===== src/rtl/rx_word_packer_if.sv =====
// rtl/rx_word_packer_if.sv - byte strobe input and word valid/ready output bundle
interface rx_word_packer_if;
  logic [7:0]  byte_in;
  logic        byte_valid;
  logic        byte_err;
  logic [31:0] word_out;
  logic        word_valid;
  logic        word_ready;

  modport slave (
    input  byte_in, byte_valid, byte_err, word_ready,
    output word_out, word_valid
  );

  modport master (
    output byte_in, byte_valid, byte_err, word_ready,
    input  word_out, word_valid
  );
endinterface


===== src/rtl/rx_word_packer.sv =====
// rtl/rx_word_packer.sv - packs UART bytes into 32-bit words and queues them in a FWFT FIFO
module rx_word_packer #(
  parameter int DEPTH        = 4,
  parameter int TIMEOUT_CLKS = 0
) (
  input  logic               clk,
  input  logic               rst,
  rx_word_packer_if.slave    bus,
  input  logic               clear,
  output logic [1:0]         fill,
  output logic               full,
  output logic               overflow,
  output logic               timeout_seen,
  output logic [7:0]         err_cnt
);

  localparam int AW = $clog2(DEPTH);
  typedef logic [AW:0] ptr_t;

  logic [23:0] hold_q, hold_d;
  logic [1:0]  fill_q, fill_d;
  logic [31:0] tmo_q, tmo_d;
  ptr_t        wr_q, wr_d, rd_q, rd_d;
  logic [31:0] mem_q [DEPTH];
  logic [31:0] mem_d [DEPTH];
  logic        overflow_q, overflow_d;
  logic        timeout_q, timeout_d;
  logic [7:0]  err_q, err_d;

  logic        push_req, push_ok, pop, empty, full_w, tmo_fire, err_byte;
  logic [31:0] push_word;

  assign empty     = (wr_q == rd_q);
  assign full_w    = (wr_q[AW-1:0] == rd_q[AW-1:0]) && (wr_q[AW] != rd_q[AW]);
  assign pop       = !empty && bus.word_ready;
  assign err_byte  = bus.byte_valid && bus.byte_err;

  assign bus.word_valid = !empty;
  assign bus.word_out   = mem_q[rd_q[AW-1:0]];
  assign fill           = fill_q;
  assign full           = full_w;
  assign overflow       = overflow_q;
  assign timeout_seen   = timeout_q;
  assign err_cnt        = err_q;

  // Packer: a strobed byte always beats a same-cycle timeout.
  always_comb begin
    hold_d    = hold_q;
    fill_d    = fill_q;
    push_req  = 1'b0;
    push_word = {bus.byte_in, hold_q};
    tmo_fire  = 1'b0;
    if (err_byte) begin
      fill_d = 2'd0;
    end else if (bus.byte_valid) begin
      case (fill_q)
        2'd0:    hold_d[7:0]   = bus.byte_in;
        2'd1:    hold_d[15:8]  = bus.byte_in;
        2'd2:    hold_d[23:16] = bus.byte_in;
        default: push_req      = 1'b1;
      endcase
      fill_d = fill_q + 2'd1;
    end else if (TIMEOUT_CLKS > 0 && fill_q != 2'd0 &&
                 tmo_q == 32'(TIMEOUT_CLKS - 1)) begin
      fill_d   = 2'd0;
      tmo_fire = 1'b1;
    end

    if (TIMEOUT_CLKS == 0 || bus.byte_valid || fill_q == 2'd0 || tmo_fire)
      tmo_d = 32'd0;
    else
      tmo_d = tmo_q + 32'd1;
  end

  // A push into a full FIFO still lands when the head leaves in the same cycle.
  always_comb begin
    push_ok = push_req && (!full_w || pop);
    wr_d    = wr_q;
    rd_d    = rd_q;
    mem_d   = mem_q;
    if (push_ok) begin
      mem_d[wr_q[AW-1:0]] = push_word;
      wr_d                = wr_q + ptr_t'(1);
    end
    if (pop)
      rd_d = rd_q + ptr_t'(1);

    overflow_d = clear ? 1'b0 : (overflow_q || (push_req && !push_ok));
    timeout_d  = clear ? 1'b0 : (timeout_q || tmo_fire);
    if (clear)
      err_d = 8'd0;
    else if (err_byte && err_q != 8'hFF)
      err_d = err_q + 8'd1;
    else
      err_d = err_q;
  end

  always_ff @(posedge clk or posedge rst) begin
    if (rst) begin
      hold_q     <= '0;
      fill_q     <= '0;
      tmo_q      <= '0;
      wr_q       <= '0;
      rd_q       <= '0;
      overflow_q <= 1'b0;
      timeout_q  <= 1'b0;
      err_q      <= '0;
      for (int i = 0; i < DEPTH; i++)
        mem_q[i] <= '0;
    end else begin
      hold_q     <= hold_d;
      fill_q     <= fill_d;
      tmo_q      <= tmo_d;
      wr_q       <= wr_d;
      rd_q       <= rd_d;
      overflow_q <= overflow_d;
      timeout_q  <= timeout_d;
      err_q      <= err_d;
      mem_q      <= mem_d;
    end
  end

endmodule


===== src/flat_wrapper.sv =====
// flat-port wrapper written by rule: the top's interface ports become plain ports
module rx_word_packer_flat 
#(
  parameter int DEPTH        = 4,
  parameter int TIMEOUT_CLKS = 0
)
  (clk, rst, clear, fill, full, overflow, timeout_seen, err_cnt, bus_byte_in, bus_byte_valid, bus_byte_err, bus_word_ready, bus_word_out, bus_word_valid);
  rx_word_packer_if bus_i ();
  input  logic clk;
  input  logic rst;
  input  logic clear;
  output logic [1:0] fill;
  output logic full;
  output logic overflow;
  output logic timeout_seen;
  output logic [7:0] err_cnt;
  input wire logic [$bits(bus_i.byte_in)-1:0] bus_byte_in;
  input wire logic [$bits(bus_i.byte_valid)-1:0] bus_byte_valid;
  input wire logic [$bits(bus_i.byte_err)-1:0] bus_byte_err;
  input wire logic [$bits(bus_i.word_ready)-1:0] bus_word_ready;
  output wire logic [$bits(bus_i.word_out)-1:0] bus_word_out;
  output wire logic [$bits(bus_i.word_valid)-1:0] bus_word_valid;
  assign bus_i.byte_in = bus_byte_in;
  assign bus_i.byte_valid = bus_byte_valid;
  assign bus_i.byte_err = bus_byte_err;
  assign bus_i.word_ready = bus_word_ready;
  assign bus_word_out = bus_i.word_out;
  assign bus_word_valid = bus_i.word_valid;
  rx_word_packer #(.DEPTH(DEPTH), .TIMEOUT_CLKS(TIMEOUT_CLKS)) u_core (.clk(clk), .rst(rst), .bus(bus_i), .clear(clear), .fill(fill), .full(full), .overflow(overflow), .timeout_seen(timeout_seen), .err_cnt(err_cnt));
endmodule

===== config.mk =====
export PLATFORM = sky130hd
export DESIGN_NAME = rx_word_packer_flat
export DESIGN_NICKNAME = d
export VERILOG_FILES = /design/src/rtl/rx_word_packer_if.sv /design/src/rtl/rx_word_packer.sv /design/src/flat_wrapper.sv
export SDC_FILE = /design/constraint.sdc
export NUM_CORES = 1
export LEC_CHECK = 0
export CAP_MARGIN = 30
export CORE_UTILIZATION = 50
export DETAILED_ROUTE_END_ITERATION = 8
export PLACE_DENSITY = 0.68
export SKIP_LAST_GASP = 1
export SYNTH_ARGS = -nofsm -noshare
export SYNTH_HDL_FRONTEND = slang
export SYNTH_SLANG_ARGS = --single-unit

===== constraint.sdc =====
create_clock -name clk -period 12.9 [get_ports clk]
set_clock_uncertainty 0.1 [all_clocks]
set_input_delay 1.29 -clock clk [delete_from_list [all_inputs] [get_ports clk]]
set_output_delay 1.29 -clock clk [all_outputs]
set_load 0.02 [all_outputs]

Word level (Yosys, flattened, before mapping). Cells that the tools add are included.

Add/subtract/negate cells: 4. $mul: 0. Divide/modulo/power cells: 0. $lt $le $gt $ge: 3. Eq/ne operators: 6. Shift operators: 0. Muxes and demuxes: 14. Bitwise logic cells: 3. Reduce and logical (&&, ||, !) cells: 19.

Operator list (count): 128-bit bitwise mux (1); 32-bit 2-to-1 mux (3); 32-bit binary-select mux with 2-bit select (1); 32-bit demux with 2-bit select (1); 8-bit 2-to-1 mux (2); 3-bit AND reduction (3); 8-bit by 1-bit adder with 8-bit output (second input constant) (1); 8-bit != test (second input constant) (1); 1-bit logical AND (7); 3-bit by 1-bit adder with 3-bit output (second input constant) (2); 3-bit >= comparator (second input constant) (2); 2-bit NOT with 3-bit output (2); 1-bit 2-to-1 mux (4); 2-bit 2-to-1 mux (2); 2-bit nonzero test (2); 3-bit == test (1); 1-bit zero test (3); 3-bit by 1-bit less-than comparator with 1-bit output (second input constant) (1); 3-bit OR reduction (1); 2-bit by 1-bit adder with 2-bit output (second input constant) (1); 2-bit by 1-bit == test with 1-bit output (second input constant) (1); 2-bit == test (1); 2-bit == test (second input constant) (1); 2-bit zero test (1); 3 further kinds (4).

Register bits after elaboration: 169. Latch bits: 0. RAM bits: 0. Memory bits (read-only): 0. Output and inout port bits: 46. Memories: 0.

Longest topological paths before layout. Gate-level depths: netlist of run 1.

Depth after elaboration: 10. Mapped depth: 6. Gate-level depth less buffers: 5.

Worst setup path after synthesis of run 1. OpenSTA, ideal clock, no wires.

Kind: register to output. Start point: reg u_core.rd_q[0]. End point: out bus_word_out[0]. Arrival: 1501 ps. Data required time: 11510 ps. Setup slack: 10009 ps. Cell stages (with the launch flop): 4. Path buffers: 2. Cell sequence: dfrtp_1 > buf_2 > buf_2 > mux4_2.

Cells in the longest elaborated chain, start to end: 4.

Ends and longest elaborated chain: start: declaration (RTL line rx_word_packer.sv:23) `ptr_t wr_q, wr_d, rd_q, rd_d;`; start signal: assignment (RTL line rx_word_packer.sv:115) `rd_q <= rd_d;`; 2-bit NOT with 3-bit output (not written as such) (RTL line rx_word_packer.sv:39) `assign bus.word_out = mem_q[rd_q[AW-1:0]];`; 32-bit binary-select mux with 2-bit select (RTL line rx_word_packer.sv:39); 32-bit 2-to-1 mux (not written as such) (2 in a row) (RTL line rx_word_packer.sv:39); end: declaration (RTL line flat_wrapper.sv:21) `output wire logic [$bits(bus_i.word_out)-1:0] bus_word_out;`.

Every way passes these cells. The select of a mux whose other input is x is not followed.

Worst setup path after layout of run 1.
Start point: reg u_core.rd_q[0]. End point: out full.

Cells in the longest elaborated chain, start to end: 2.

Ends and longest elaborated chain: 2-bit == test (RTL line rx_word_packer.sv:34) `assign full_w = (wr_q[AW-1:0] == rd_q[AW-1:0]) && (wr_q[AW] != rd_q[AW]);`; 1-bit logical AND (RTL line rx_word_packer.sv:34); end: declaration (RTL line flat_wrapper.sv:13) `output logic full;`.

Every way passes these cells.

==> results of run 1 <==
==> metal layers <==
metal  vias up  share of wire (%)  wire, um
met5         -                  0         0
met4         0                1.4       209
met3        16                3.2       487
met2        79                 51      7750
met1      2284                 45      6890
li1       1876                  -         -
==> synth_stat cells (2+ instances only) <==
| master | count |
|---|---|
| nor3_1 | 2 |
| clkbuf_1 | 8 |
| ha_1 | 10 |
| nand3_1 | 3 |
| a311oi_1 | 2 |
| buf_2 | 8 |
| and3_1 | 3 |
| mux4_2 | 32 |
| inv_1 | 8 |
| xnor2_1 | 3 |
| nand2_1 | 10 |
| or3_1 | 2 |
| nor2_1 | 3 |
| a211oi_1 | 2 |
| o21ai_0 | 3 |
| a21oi_1 | 4 |
| dfrtp_1 | 169 |
| nor2b_1 | 5 |
| mux2_2 | 136 |
| and4_1 | 2 |
| and4b_1 | 4 |
| buf_6 | 11 |
| o311ai_0 | 2 |
| mux2_1 | 20 |
| o41ai_4 | 4 |
==> final timing paths <==
check,to,slack (ns),from,cells past startpoint
setup / recovery,full,8.62,u_core.rd_q[0]$_DFFE_PP0P_,4
hold / removal,u_core.mem_q[8]$_DFFE_PP0P_,0.39,u_core.mem_q[8]$_DFFE_PP0P_,1
setup reg to reg,u_core.mem_q[39]$_DFFE_PP0P_,9.96,u_core.rd_q[0]$_DFFE_PP0P_,5
hold reg to reg,u_core.mem_q[8]$_DFFE_PP0P_,0.39,u_core.mem_q[8]$_DFFE_PP0P_,1
max in group asynchronous,u_core.hold_q[0]$_DFFE_PP0P_,10.14,rst,4
min in group asynchronous,u_core.mem_q[71]$_DFFE_PP0P_,1.03,rst,2
==> area by class of cell <==
type                       count  area share, %
sequential                   169           47.4
multi-input combinational    269           35.7
timing repair buffer          67           7.49
clock buffer                  25           5.44
tap                          184           2.58
clock inverter                 7           1.02
inverter                       8          0.392
==> worst reg2reg max path, cell delays in order (launching register included) <==
cell and delay, ns:
dfrtp_2 0.75, buf_4 0.49, xor2_4 0.24, o41ai_4 0.32, buf_4 0.50, mux2_2 0.41
==> registers in the layout, summed over array words and instances, names as in the netlist <==
| register | cells |
|---|---|
| u_core.wr_q | 3 |
| u_core.rd_q | 3 |
| u_core.err_cnt | 8 |
| u_core.fill | 2 |
| u_core.mem_q | 128 |
| u_core.hold_q | 24 |
| u_core.overflow | 1 |
==> power breakdown <==
| part | switching [mW] | internal, mW |
|---|---|---|
| clock network | 0.200 | 0.300 |
| registers | 0.114 | 0.640 |
| logic | 0.198 | 0.239 |
| total | 0.512 | 1.18 |
==> kinds of logic (layout without fill, tap and decap cells) <==
logic type,count (synthesis),count (layout),synth area share (%)
buffers and inverters,36,107,3.03
and+or+nand+nor,39,39,2.99
adders and majority gates,10,10,1.64
DFF,169,169,55.3
AOI/OAI and AO/OA,23,23,3.21
xor gates and xnor gates,7,7,1.24
other,1,1,0.0490
muxes,189,189,32.5
==> metrics by stage <==
stage	cells	setup WS (ns)	power (mW)	hold WS, ns
final	729	8.62	1.69	0.390
after global placement	696	9.06	1.18	0.368
after CTS	728	8.50	1.71	0.394
after detailed placement	696	8.98	1.21	0.379
after floorplan	474	6.93	1.06	0.359
after global routing	729	8.40	1.78	0.407
==> impl_metrics.py, run 1 <==
metrics = {
    "critical_path": {
        "critPathMaxStageDelay_ns": 0.75,
        "critPathKind": "flip-flop to output port",
        "required_ns": 11.51,
        "cp_max_fo": 20,
        "cp-start-kind": "flip-flop",
        "crit_chain": "buf_4 -> xor2_4 -> nor3_1 -> clkdlybuf4s50_1",
        "path_delay_family": "buffers and inverters",
        "critPathCaptureType": "output port",
        "crit_buf_inv": 2,
        "worstPathArrival_ns": 2.89,
        "crit_slowest_cell": "dfrtp_2",
    },
    "synthesis": {
        "synth.avg_cell_area_um2": 16.1,
        "synth_top_area_cell": "dfrtp_1",
        "yosys.cell_types.count": 43,
        "netlist_instances": 474,
        "yosysSeqAreaShare_pct": 55.3,
        "synth_edf_count": 0,
        "synth_nets": 498,
        "yosys_register_bits": 169,
        "syn_area_mm2": 0.00765,
        "async_flop_share_pct": 100,
        "ys_top_cells_by_area": "dfrtp_1 55%, mux2_2 20%, mux4_2 9.4%, mux2_1 2.9%, ha_1 1.6%",
        "yosysWarnings": 0,
        "synthFlopType": "dfrtp_1",
        "yosys.area.top_type_share_pct": 55.3,
    },
    "drt": {
        "drtAntennaViolNets": 0,
        "firstDrtPassIters": 7,
        "drt-total-wl_mm": 15.3,
        "wl_per_cell_um": 21.0,
        "vias": 4255,
        "viasPerCell": 5.84,
        "drt_iter0_drc": 147,
        "drc": 4,
    },
    "cells_and_area": {
        "multi_input_area_mm2": 0.00319,
        "ff_latch_area_mm2": 0.00423,
        "layout_common_cells": "168 x dfrtp_1, 136 x mux2_2, 58 x clkdlybuf4s50_1",
        "final_common_cell": "dfrtp_1",
        "fin_util_pct": 60.5,
        "fillerInstances": 1152,
        "finish.instance_area_mm2": 0.00893,
        "nNetsFinal": 556,
        "drive_gt1_share_pct": 39.1,
        "synthToLayoutAreaGrowth_pct": 16.7,
        "antenna_cells": 0,
    },
    "sta": {
        "slew_violations": 0,
        "worst_pin_slew_ns": 0.877,
        "rsz0062_at_grt": "no",
        "fmax_ghz": 0.234,
        "timing.final.crit_period_ns": 4.28,
        "fin_crit_sh_pct": 33.2,
        "relSlewSlack_pct": 41.5,
        "setup_viol": 0,
        "hold_violations": 0,
        "setup_tns_ns": 0,
    },
    "cts": {
        "cts_setup_buffers": 0,
        "ctsHoldBuffers": 0,
        "path_clk_slew_ns": 0.06,
        "cts.path.max_buffers": 2,
        "ctsResizeCount": 0,
        "root_buffer": "clkbuf_16",
        "cts_tree": "done",
        "cts_buffers": 17,
        "clock_latency_ns": 0.43,
        "ctsHtreeMaxLevel": 4,
        "cts.sinks": 169,
    },
    "floorplan": {
        "coreArea_mm2": 0.0148,
        "chipHeight_um": 126,
        "num_rows": 44,
        "ioPinCount": 60,
        "die_x_um": 126,
        "start_util_pct": 51.8,
        "dieArea_mm2": 0.0158,
    },
    "grt": {
        "grt_use_met2_pct": 35.5,
        "grt_usage_pct": 21.8,
        "antenna_found_initial": 0,
        "grt_util_met1_pct": 29.5,
        "grt-busiest-layer": "met2",
        "grt_pass1_vias": 4689,
        "grt_max_degree": 111,
        "overflow": 0,
        "grt_pass1_wl_mm": 25.8,
        "use_met3_pct": 4.97,
    },
    "pwr": {
        "vdd_drop_max_mv": 0.106,
        "power.leakage_nw": 4.20,
        "power_density_mw_per_mm2": 189,
    },
    "run": {
        "cap_viol_max_count": 0,
    },
    "outcome": {
        "violations": "DRC",
        "outcome": "finished with violations",
    },
    "placement": {
        "globalplace.congestion": 0.739,
        "place_area_mm2": 0.00832,
        "io_buffers": 58,
        "dp_hpwl_mm": 9.70,
    },
    "worst_hold_path": {
        "hold_path.class": "flip-flop to flip-flop",
    },
}
(Power assumes the default switching activity.)
==> run 2: changes to the inputs <==
Clock period 12.9 ns to 4.3 ns, I/O delays scaled along.
==> impl_metrics.py, run 2 (synthesis gave the netlist of run 1 again) <==
metrics = {
    "outcome": {
        "outcome": "finished with violations",
        "violations": "DRC",
    },
    "sta": {
        "relSlewSlack_pct": 39.2,
        "slew_violations": 0,
        "fin_crit_sh_pct": 77.3,
        "hold_ws_ns": 0.387,
        "timing.final.crit_period_ns": 3.32,
        "setup_viol": 0,
        "fmax_ghz": 0.301,
        "rsz0062_at_grt": "no",
        "worst_pin_slew_ns": 0.912,
        "setup_tns_ns": 0,
        "hold_violations": 0,
    },
    "cells_and_area": {
        "final_common_cell": "dfrtp_1",
        "finish.instance_area_mm2": 0.00894,
        "drive_gt1_share_pct": 39.2,
        "antenna_cells": 0,
        "multi_input_area_mm2": 0.00319,
        "fillerInstances": 1149,
        "ff_latch_area_mm2": 0.00423,
        "nNetsFinal": 555,
        "fin_util_pct": 60.6,
        "synthToLayoutAreaGrowth_pct": 16.9,
        "layout_common_cells": "168 x dfrtp_1, 136 x mux2_2, 58 x clkdlybuf4s50_1",
        "top_register": "u_core.mem_q",
        "largest_reg_flops": 128,
    },
    "critical_path": {
        "cp_max_fo": 20,
        "critPathMaxStageDelay_ns": 0.85,
        "critPathCaptureType": "output port",
        "worstPathArrival_ns": 2.79,
        "required_ns": 3.77,
        "cp.depth": 3,
        "path_delay_family": "buffers and inverters",
        "critPathKind": "flip-flop to output port",
        "crit_slowest_cell": "dfrtp_2",
        "cp-start-kind": "flip-flop",
        "ff2ff_path_depth": 4,
        "crit_buf_inv": 2,
        "crit_chain": "buf_4 -> mux4_2 -> clkdlybuf4s50_1",
    },
    "drt": {
        "drt_iter0_drc": 188,
        "viasPerCell": 5.77,
        "vias": 4196,
        "drc": 4,
        "firstDrtPassIters": 6,
        "drt-total-wl_mm": 14.7,
        "wl_per_cell_um": 20.2,
        "drtAntennaViolNets": 0,
    },
    "grt": {
        "antenna_found_initial": 0,
        "grt_usage_pct": 20.5,
        "grt_max_degree": 170,
        "grt_pass1_wl_mm": 24.4,
        "overflow": 0,
        "grt_pass1_vias": 4422,
    },
    "floorplan": {
        "die_x_um": 126,
        "coreArea_mm2": 0.0148,
        "start_util_pct": 51.8,
        "chipHeight_um": 126,
        "num_rows": 44,
        "dieArea_mm2": 0.0158,
        "ioPinCount": 60,
    },
    "placement": {
        "io_buffers": 58,
        "globalplace.congestion": 0.769,
        "dp_hpwl_mm": 8.75,
        "place_area_mm2": 0.00833,
    },
    "cts": {
        "cts.sinks": 169,
        "cts_setup_buffers": 0,
        "cts_buffers": 17,
        "clock_latency_ns": 0.42,
        "ctsHtreeMaxLevel": 4,
        "ctsHoldBuffers": 0,
        "root_buffer": "clkbuf_16",
        "ctsResizeCount": 0,
        "cts_tree": "done",
        "cts.path.max_buffers": 2,
        "path_clk_slew_ns": 0.07,
    },
    "pwr": {
        "seq_power_share_pct": 44.0,
        "power.share.clock_pct": 30.3,
        "power.leakage_nw": 4.20,
        "p_sw_share_pct": 29.6,
        "cellInternalPower_mw": 3.61,
        "power_density_mw_per_mm2": 574,
        "vdd_drop_max_mv": 0.343,
        "comb_power_share_pct": 25.7,
        "p_switching_mw": 1.52,
    },
    "worst_hold_path": {
        "hold_depth": 1,
        "hold_path.class": "flip-flop to flip-flop",
    },
    "run": {
        "cap_viol_max_count": 0,
    },
}
run 2: cell count changes in the layout (fill, tap and decap cells not counted), sizes merged:
cell      previous run  this run
buf                  9         8
bufinv               2         3
clkbuf              25        24
clkinv               4         2
clkinvlp             1         3
inv                  8         7
run 2: layer usage:
layer  GRT usage (%)  vias to the layer above  share of wire (%)
li1                -                     1876                  -
met1            27.0                     2235                 44
met2            33.9                       74                 51
met3            4.84                       11                3.3
met4            6.60                        0               0.97
met5               0                        -                  0
run 2: worst paths after layout:
| path | start | to | slack, ns |
|---|---|---|---|
| max in group asynchronous | rst | u_core.err_cnt[7]$_DFFE_PP0P_ | 2.93 |
| min in group asynchronous | rst | u_core.mem_q[46]$_DFFE_PP0P_ | 0.48 |
| max | u_core.rd_q[0]$_DFFE_PP0P_ | bus_word_out[19] | 0.98 |
| min | u_core.mem_q[23]$_DFFE_PP0P_ | u_core.mem_q[23]$_DFFE_PP0P_ | 0.39 |
| max reg2reg | u_core.rd_q[1]$_DFFE_PP0P_ | u_core.mem_q[99]$_DFFE_PP0P_ | 1.45 |
| min reg2reg | u_core.mem_q[23]$_DFFE_PP0P_ | u_core.mem_q[23]$_DFFE_PP0P_ | 0.39 |
run 2: final cells by class:
class,count,share of cell area (%)
Inverter,8,0.378
Clock inverter,7,1.29
Multi-Input combinational cell,269,35.6
Tap cell,184,2.58
Sequential cell,169,47.3
Clock buffer,24,5.50
Timing Repair Buffer,66,7.31
run 2: per-stage QoR:
| step | setup WS (ns) | total power, mW | cells |
|---|---|---|---|
| 2_1_floorplan | 1.62 | 3.17 | 474 |
| 3_3_place_gp | 1.37 | 3.57 | 696 |
| 3_5_place_dp | 1.38 | 3.62 | 696 |
| 4_1_cts | 0.903 | 5.20 | 727 |
| 5_1_grt | 0.817 | 5.39 | 727 |
| 6_report | 0.977 | 5.13 | 727 |
run 2: worst reg2reg max path, delay by kind of cell, from the launching register on:
| kind | cells | cell delay, ns |
|---|---|---|
| flip-flops | 1 | 0.87 |
| AO/OA/AOI/OAI | 1 | 0.40 |
| XOR/XNOR | 1 | 0.42 |
| buffers and inverters | 1 | 0.51 |
| multiplexers | 1 | 0.43 |
run 2: power by group through the flow:
stage / logic (mW) / clock network, mW / registers [mW]
after floorplan: 1.05 / 0 / 2.12
after global placement: 1.31 / 0 / 2.26
after detailed placement: 1.33 / 0 / 2.28
after CTS: 1.34 / 1.60 / 2.26
after global routing: 1.41 / 1.66 / 2.32
final: 1.32 / 1.55 / 2.26
